--- src/rtl/uart_pkg.sv ---
// Shared types and helpers for the self-test UART.
// Optional feature macro: UART_PARITY_EN (adds one even-parity bit per frame).
package uart_pkg;

    typedef enum logic [2:0] {
        TX_IDLE   = 3'd0,
        TX_START  = 3'd1,
        TX_DATA   = 3'd2,
        TX_PARITY = 3'd3,
        TX_STOP   = 3'd4
    } tx_state_t;

    typedef enum logic [2:0] {
        RX_IDLE   = 3'd0,
        RX_START  = 3'd1,
        RX_DATA   = 3'd2,
        RX_PARITY = 3'd3,
        RX_STOP   = 3'd4
    } rx_state_t;

    // Clocks per bit period from clock frequency and line rate.
    function automatic int clks_per_bit(input int clk_freq, input int baud);
        return clk_freq / baud;
    endfunction

    // Clocks from the start edge to the middle of the start bit.
    function automatic int half_bit_clks(input int cpb);
        return cpb / 2;
    endfunction

    localparam int DEFAULT_CLKS_PER_BIT = 50_000_000 / 115_200;

`ifdef UART_PARITY_EN
    localparam int FRAME_BITS = 11;
`else
    localparam int FRAME_BITS = 10;
`endif

    // Even parity: the parity bit makes the total count of ones even.
    function automatic logic even_parity(input logic [7:0] d);
        return ^d;
    endfunction

endpackage

--- src/rtl/uart_rx.sv ---
// UART receiver: 2-flop synchronizer, mid-bit sampling FSM, shift register
// and a held output byte that only updates on a good frame.
// Optional feature macro: UART_PARITY_EN (checks even parity before accepting).
module uart_rx
    import uart_pkg::*;
#(
    parameter int CLKS_PER_BIT = 434
) (
    input  logic       clk,
    input  logic       rst,
    input  logic       rx,
    output logic [7:0] data
);

    localparam int CNT_W     = $clog2(CLKS_PER_BIT + 1);
    localparam int HALF_BIT  = half_bit_clks(CLKS_PER_BIT);
    localparam logic [CNT_W-1:0] BIT_LAST  = CNT_W'(CLKS_PER_BIT - 1);
    localparam logic [CNT_W-1:0] HALF_LAST = CNT_W'(HALF_BIT - 1);

    logic             sync1_r, sync2_r;
    logic             rx_s;
    rx_state_t        state_r, state_n;
    logic [CNT_W-1:0] cnt_r, cnt_n;
    logic [2:0]       bit_r, bit_n;
    logic [7:0]       shift_r, shift_n;
    logic [7:0]       data_r, data_n;
    logic             frame_ok_s;

`ifdef UART_PARITY_EN
    logic par_r, par_n;
    assign frame_ok_s = (par_r == even_parity(shift_r));
`else
    assign frame_ok_s = 1'b1;
`endif

    assign rx_s = sync2_r;
    assign data = data_r;

    // Bring the asynchronous line into the clock domain; idle level is high.
    always_ff @(posedge clk) begin
        if (rst) begin
            sync1_r <= 1'b1;
            sync2_r <= 1'b1;
        end else begin
            sync1_r <= rx;
            sync2_r <= sync1_r;
        end
    end

    // Receive FSM next-state: find start edge, qualify at mid-bit, sample bits.
    always_comb begin
        state_n = state_r;
        cnt_n   = cnt_r + CNT_W'(1);
        bit_n   = bit_r;
        shift_n = shift_r;
        data_n  = data_r;
`ifdef UART_PARITY_EN
        par_n   = par_r;
`endif
        case (state_r)
            RX_IDLE: begin
                cnt_n = '0;
                if (!rx_s) begin
                    state_n = RX_START;
                end else begin
                    state_n = RX_IDLE;
                end
            end
            RX_START: begin
                if (cnt_r == HALF_LAST) begin
                    cnt_n = '0;
                    bit_n = 3'd0;
                    // A line already high again at mid-start was only a glitch.
                    if (rx_s) begin
                        state_n = RX_IDLE;
                    end else begin
                        state_n = RX_DATA;
                    end
                end else begin
                    state_n = RX_START;
                end
            end
            RX_DATA: begin
                if (cnt_r == BIT_LAST) begin
                    cnt_n   = '0;
                    shift_n = {rx_s, shift_r[7:1]};
                    if (bit_r == 3'd7) begin
`ifdef UART_PARITY_EN
                        state_n = RX_PARITY;
`else
                        state_n = RX_STOP;
`endif
                    end else begin
                        bit_n = bit_r + 3'd1;
                    end
                end else begin
                    state_n = RX_DATA;
                end
            end
`ifdef UART_PARITY_EN
            RX_PARITY: begin
                if (cnt_r == BIT_LAST) begin
                    cnt_n   = '0;
                    par_n   = rx_s;
                    state_n = RX_STOP;
                end else begin
                    state_n = RX_PARITY;
                end
            end
`endif
            RX_STOP: begin
                if (cnt_r == BIT_LAST) begin
                    // Leave at mid-stop so a back-to-back start edge is not missed.
                    cnt_n   = '0;
                    state_n = RX_IDLE;
                    if (rx_s && frame_ok_s) begin
                        data_n = shift_r;
                    end else begin
                        data_n = data_r;
                    end
                end else begin
                    state_n = RX_STOP;
                end
            end
            default: begin
                state_n = RX_IDLE;
                cnt_n   = '0;
            end
        endcase
    end

    // Receive state, counters and output byte; reset discards any partial byte.
    always_ff @(posedge clk) begin
        if (rst) begin
            state_r <= RX_IDLE;
            cnt_r   <= '0;
            bit_r   <= 3'd0;
            shift_r <= 8'h00;
            data_r  <= 8'h00;
`ifdef UART_PARITY_EN
            par_r   <= 1'b0;
`endif
        end else begin
            state_r <= state_n;
            cnt_r   <= cnt_n;
            bit_r   <= bit_n;
            shift_r <= shift_n;
            data_r  <= data_n;
`ifdef UART_PARITY_EN
            par_r   <= par_n;
`endif
        end
    end

endmodule

--- src/rtl/uart_module.sv ---
// Self-test UART: incrementing-byte transmitter plus receiver. With Tx looped
// to Rx, data follows tx_data one frame later.
// Optional feature macro: UART_PARITY_EN (even-parity bit after bit 7).
module uart_module #(
    parameter int CLK_FREQ     = 50_000_000,
    parameter int BAUD         = 115200,
    parameter int CLKS_PER_BIT = uart_pkg::clks_per_bit(CLK_FREQ, BAUD),
    parameter int GAP_BITS     = 2
) (
    input  logic       clk,
    input  logic       rst,
    input  logic       Rx,
    output logic       Tx,
    output logic [7:0] tx_data,
    output logic [7:0] data
);
    import uart_pkg::*;

    localparam int GAP_CLKS = GAP_BITS * CLKS_PER_BIT;
    localparam int CNT_MAX  = (GAP_CLKS > CLKS_PER_BIT) ? GAP_CLKS : CLKS_PER_BIT;
    localparam int CNT_W    = $clog2(CNT_MAX + 1);
    localparam logic [CNT_W-1:0] BIT_LAST = CNT_W'(CLKS_PER_BIT - 1);
    localparam logic [CNT_W-1:0] GAP_LAST = CNT_W'(GAP_CLKS - 1);

    tx_state_t        state_r, state_n;
    logic [CNT_W-1:0] cnt_r, cnt_n;
    logic [2:0]       bit_r, bit_n;
    logic [7:0]       tx_data_r, tx_data_n;
    logic             tx_r, tx_n;

    assign Tx      = tx_r;
    assign tx_data = tx_data_r;

    // Transmit FSM next-state; the line level is derived from the next state
    // so the registered Tx lines up exactly with the state register.
    always_comb begin
        state_n   = state_r;
        cnt_n     = cnt_r + CNT_W'(1);
        bit_n     = bit_r;
        tx_data_n = tx_data_r;
        tx_n      = 1'b1;
        case (state_r)
            TX_IDLE: begin
                if (cnt_r == GAP_LAST) begin
                    cnt_n   = '0;
                    state_n = TX_START;
                end else begin
                    state_n = TX_IDLE;
                end
            end
            TX_START: begin
                if (cnt_r == BIT_LAST) begin
                    cnt_n   = '0;
                    bit_n   = 3'd0;
                    state_n = TX_DATA;
                end else begin
                    state_n = TX_START;
                end
            end
            TX_DATA: begin
                if (cnt_r == BIT_LAST) begin
                    cnt_n = '0;
                    if (bit_r == 3'd7) begin
`ifdef UART_PARITY_EN
                        state_n = TX_PARITY;
`else
                        state_n = TX_STOP;
`endif
                    end else begin
                        bit_n = bit_r + 3'd1;
                    end
                end else begin
                    state_n = TX_DATA;
                end
            end
`ifdef UART_PARITY_EN
            TX_PARITY: begin
                if (cnt_r == BIT_LAST) begin
                    cnt_n   = '0;
                    state_n = TX_STOP;
                end else begin
                    state_n = TX_PARITY;
                end
            end
`endif
            TX_STOP: begin
                if (cnt_r == BIT_LAST) begin
                    // Advance the pattern only after the frame is fully sent.
                    cnt_n     = '0;
                    tx_data_n = tx_data_r + 8'd1;
                    state_n   = TX_IDLE;
                end else begin
                    state_n = TX_STOP;
                end
            end
            default: begin
                state_n = TX_IDLE;
                cnt_n   = '0;
            end
        endcase

        case (state_n)
            TX_START:  tx_n = 1'b0;
            TX_DATA:   tx_n = tx_data_r[bit_n];
`ifdef UART_PARITY_EN
            TX_PARITY: tx_n = even_parity(tx_data_r);
`endif
            default:   tx_n = 1'b1;
        endcase
    end

    // Transmit state and outputs; reset forces the line high on the next clock.
    always_ff @(posedge clk) begin
        if (rst) begin
            state_r   <= TX_IDLE;
            cnt_r     <= '0;
            bit_r     <= 3'd0;
            tx_data_r <= 8'h00;
            tx_r      <= 1'b1;
        end else begin
            state_r   <= state_n;
            cnt_r     <= cnt_n;
            bit_r     <= bit_n;
            tx_data_r <= tx_data_n;
            tx_r      <= tx_n;
        end
    end

    uart_rx #(
        .CLKS_PER_BIT(CLKS_PER_BIT)
    ) u_rx (
        .clk  (clk),
        .rst  (rst),
        .rx   (Rx),
        .data (data)
    );

endmodule

--- config.mk ---
export PLATFORM = sky130hd
export DESIGN_NAME = uart_module
export DESIGN_NICKNAME = d
export VERILOG_FILES = /design/src/rtl/uart_pkg.sv /design/src/rtl/uart_rx.sv /design/src/rtl/uart_module.sv
export SDC_FILE = /design/constraint.sdc
export NUM_CORES = 1
export LEC_CHECK = 0
export BUFFER_PORTS_ARGS = -buffer_cell sky130_fd_sc_hd__buf_2
export CAP_MARGIN = 20
export CORE_UTILIZATION = 39
export CTS_BUF_LIST = sky130_fd_sc_hd__clkbuf_4
export DETAILED_ROUTE_END_ITERATION = 16
export MAX_ROUTING_LAYER = met4
export PLACE_DENSITY_LB_ADDON = 0.08
export SYNTH_ARGS = -nofsm -noshare
export SYNTH_HDL_FRONTEND = slang
export SYNTH_SLANG_ARGS = --single-unit
--- constraint.sdc ---
create_clock -name clk -period 3.2 [get_ports clk]
set_clock_uncertainty 0.2 [all_clocks]
set_input_delay 0.32 -clock clk [delete_from_list [all_inputs] [get_ports clk]]
set_output_delay 0.32 -clock clk [all_outputs]
set_load 0.01 [all_outputs]
After elaboration in Yosys (flattened, before gate mapping)

Index checks and enable logic that the tools add are counted.
Widths: inputs -> output; s select.

Word-level logic and storage cells: 75
Flip-flop bits (word level): 58
Output and inout port bits: 17
Input port bits: 3

Equality and inequality tests: 18
$lt $le $gt $ge: 1
Reduce and logical (&&, ||, !) cells: 9
Add/sub/neg operators: 5
Mux-type cells: 30

Operators with widths:

| operator              | count |
|---|---|
| $mux 3                | 12 |
| $pmux 3 s4            | 2 |
| $mux 10               | 2 |
| $pmux 10 s2           | 1 |
| $mux 9                | 2 |
| $pmux 9 s2            | 1 |
| $eq 3x3->1 const B    | 4 |
| $pmux 3 s2            | 2 |
| $add 10x1->10 const B | 1 |
| $eq 10x10->1 const B  | 1 |
| $eq 10x9->1 const B   | 1 |
| $add 9x1->9 const B   | 1 |
| $eq 3x1->1 const B    | 3 |
| $eq 3x2->1 const B    | 3 |
| $eq 9x8->1 const B    | 1 |
| $eq 9x9->1 const B    | 1 |
| $add 8x1->8 const B   | 1 |
| $add 3x1->3 const B   | 2 |
| $logic_not 3->1       | 2 |
| $mux 2                | 3 |
| $lt 3x4->1 const B    | 1 |
| $ne 2x1->1 const B    | 2 |
| $reduce_and 2->1      | 2 |
| $reduce_and 4->1      | 1 |
| other kinds (9)       | 11 |

Longest topological paths before layout

Depth in word-level cells: 7
Gate-level depth with buffers: 10

By module

A second synthesis with hierarchy kept.

Cells, all modules: 293
Area, all modules: 2720.1 µm²

By module, submodules not included:

| module      | sequential area each (µm²) | cells an instance | area each (µm²) | instances |
|---|---|---|---|---|
| uart_rx     | 660.6                      | 143               | 1416.4          | 1 |
| uart_module | 500.5                      | 150               | 1303.8          | 1 |

Worst setup path after synthesis

No wires, ideal clock.

Kind: register to register
Start point: register cnt_r[3]
End point: register tx_data_r[5] (netlist: tx_data[5])
Required time: 2.872 ns
Clock period less this slack: 2.323 ns
Library setup time: 0.128 ns
Slack: 0.877 ns
Stages on the path, launching flop included: 9
Arrival: 1.995 ns
Path buffers: 1
Cell sequence: dfxtp_1 > or3b_1 > or3_1 > buf_6 > nor3_4 > and4_4 > nand3_2 > xor2_1 > nor2_1

Longest elaborated chain between the ends: 2

RTL lines:

| item                       | line               | RTL |
|---|---|---|
| from (decl)                | uart_module.sv:26  | `logic [CNT_W-1:0] cnt_r, cnt_n;` |
| from (signal assigned)     | uart_module.sv:122 | `cnt_r <= cnt_n;` |
| $eq 10x9->1                | uart_module.sv:87  | `if (cnt_r == BIT_LAST) begin` |
| $reduce_and 2->1 (no line) | n/a                |  |
| to (signal assigned)       | uart_module.sv:124 | `tx_data_r <= tx_data_n;` |
| to (decl)                  | uart_module.sv:28  | `logic [7:0] tx_data_r, tx_data_n;` |

Every way passes these cells.
A chain may end at the register's enable or synchronous reset.

Worst setup path after layout

Start point: register cnt_r[8]
End point: register tx_data_r[5] (netlist: tx_data[5])

Same word-level chain as after synthesis.

==> out/results.ini <==
[placed_design]
post-place-ws_ns = 0.693
numPlacedInstances = 389
postPlaceCellArea_um2 = 2860
port_buffers = 19
dp.final_hpwl_um = 3320
gp_congestion = 0.770

[sta]
setup_ws_ns = 0.695
slew_headroom = 0.494
finalCriticalPeriod_ns = 2.50
fin_crit_sh = 0.783
rsz0062_at_grt = no
hold_violations = 0
setup_viol = 0
fmax_mhz = 399
worstMarginPinSlew_ns = 0.758
hold_ws_ns = 0.228
finalSetupTns_ns = 0
drv_slew = 0

[clock_network]
clock_sinks = 58
clock_path_buffers = 2
clkTransAtPathRegs_ns = 0.10
htree_levels = 3
numCtsBuffers = 9
cts_root_buf = clkbuf_4
clkLatencyLatePin_ns = 0.40
tritoncts = done
cts_setup_buffers = 0

[final_layout]
drive_gt1_frac = 0.153
design_area_um2 = 3040
multi_input_area_um2 = 1470
final_util = 0.451
regArea_um2 = 1160
antenna_cells = 0
syn_to_final_growth_pct = 12.0
fin_nets = 333
final_cells = 406
fillers = 675

[outcome]
status = finished clean

[pwr]
leakagePower_nw = 1.28
power_frac_comb = 0.019
p_switching_uw = 319
sequentialPowerShare = 0.532
clock_power_share = 0.449
ir_drop_uv = 266
total_power_mw = 1.38
p_int_mw = 1.06
power.density_nw_per_um2 = 453
swShare = 0.232

[worst_setup_path]
critical_path_peak_fanout = 7
arrival_ns = 2.56
cp-end-kind = register
crit_required_ns = 3.26
cp-startpoint = cnt_r[8]
reg2reg_from = cnt_r[8]
setup.worst_path.start_class = register
worst-setup-path-type = reg2reg

[min_path]
min-delay-start = u_rx.sync1_r
hp-class = reg2reg

[logic_synthesis]
synth_area_um2 = 2720
seq_area_frac_synth = 0.427
synthCells = 302
synthesis.area_per_instance_um2 = 9.00
synth_fp_nets = 314
yosysTopAreaCellShare = 0.427
synth_cell_types = 48
synth_top_area_cell = dfxtp_1
ys.warnings.count = 0
ys_ff_latch = 58
synthFlopType = dfxtp_1
synthTopCellsByArea = dfxtp_1 43%, mux2i_1 8.1%, nor2_1 8.0%
synth_edf_count = 0
synthArstFlopShare = 0

[floorplanning]
die_w_um = 85.5
dieArea_um2 = 7310
initial_core_util = 0.402
core_area_um2 = 6760
ios = 20
rows = 30
die-height_um = 85.5

[drt]
dr_total_vias = 2004
ant_nets = 0
first_iter_violations = 86
wl_per_cell_um = 12.1
drt_wl_total_um = 4920
drtPass1Iterations = 4
vias_per_cell = 4.94
drc = 0

[grt]
grt_overflow = 0
grt_usage = 0.155
grt_pass1_wl_um = 8630
grt_pass1_vias = 1867
grt_max_degree = 42
grt_antenna_before_repair = 0

[run]
drv_cap = 0

==> final cells by class <==
class / count / area share
Timing Repair Buffer: 21 / 0.0370
Clock buffer: 9 / 0.0222
Multi-Input combinational cell: 223 / 0.483
Inverter: 8 / 0.00986
Tap cell: 80 / 0.0329
Sequential cell: 58 / 0.381
Clock inverter: 7 / 0.0341
==> worst paths after layout <==
check / depth (start not counted) / slack (ns) / endpoint
min: 1 / 0.23 / u_rx.rx_s
min reg2reg: 1 / 0.23 / u_rx.rx_s
max: 7 / 0.70 / tx_data[5]
max reg2reg: 7 / 0.70 / tx_data[5]
==> placed cells by master (no fill, tap or decap), types with 2 or more instances in the layout <==
cell / n
xor2_1: 11
or3b_1: 2
and3_1: 6
and2_1: 3
bufinv_16: 2
or2_2: 3
nand2b_1: 6
inv_1: 8
clkinv_4: 5
nor3b_1: 4
o21ai_0: 2
buf_2: 19
o22ai_1: 6
nor2b_1: 2
nor2_1: 58
nor4_1: 3
nor3_1: 11
ha_1: 9
dfxtp_1: 58
nand3_1: 9
xnor2_1: 12
o21a_1: 3
a211oi_1: 2
a21oi_1: 10
nand4_1: 4
clkbuf_4: 9
mux2i_1: 22
nand3_2: 2
nand4b_1: 2
nand2_1: 12
==> power groups by stage <==
stage	logic (mW)	registers, mW	clock network [mW]
2_1_floorplan	0.0212	0.747	0
3_3_place_gp	0.0263	0.750	0
3_5_place_dp	0.0264	0.750	0
4_1_cts	0.0273	0.734	0.651
5_1_grt	0.0304	0.735	0.682
6_report	0.0266	0.733	0.619
==> per-layer routing <==
metal  wire, µm  GRT usage
met2       2150      0.225
met4         37     0.0455
met3        146     0.0635
met5          0          -
met1       2590      0.197
==> worst max-delay path: stages, from the launching register on <==
cell and delay, ns:
dfxtp_1 0.37, or3b_1 0.39, or3_1 0.51, nor3_4 0.34
and4_4 0.30, nand3_2 0.08, xor2_1 0.14, nor2_1 0.05
==> kinds of logic (layout without fill, tap and decap cells) <==
family | Yosys count | count (layout) | synth area share
AOI/OAI and AO/OA | 32 | 32 | 0.0792
xor gates and xnor gates | 23 | 23 | 0.0741
adders and majority gates | 9 | 9 | 0.0414
buffers and inverters | 21 | 45 | 0.0327
DFF | 58 | 58 | 0.427
muxes | 23 | 23 | 0.0851
and+or+nand+nor | 136 | 136 | 0.260
==> flip-flops by register name, summed over array words and instances, names as in the netlist <==
name,flops
tx_data,8
u_rx.data,8
u_rx.bit_r,3
u_rx.state_r,3
bit_r,3
cnt_r,10
state_r,3
u_rx.shift_r,8
u_rx.rx_s,1
u_rx.sync1_r,1
u_rx.cnt_r,9
Tx,1
==> timing repair <==
item	in CTS	in global routing
endpoints found under the hold margin	1	0
gates resized for setup	0	0
hold buffers	1	0
==> synthesized netlist by cell type (2+ instances only) <==
cell type,instances
a21oi_1,10
nand2b_1,6
nand3_2,2
inv_1,8
nand4b_1,2
o21a_1,3
nor2b_1,2
buf_2,2
xnor2_1,12
nand2_1,12
xor2_1,11
dfxtp_1,58
nand3_1,9
and3_1,6
a211oi_1,2
nor3b_1,4
nor4_1,3
o21ai_0,2
or2_2,3
o22ai_1,6
clkbuf_1,10
or3b_1,2
nand4_1,4
ha_1,9
nor2_1,58
and2_1,3
mux2i_1,22
nor3_1,11
Note: power is estimated with default switching activity, not from simulation.
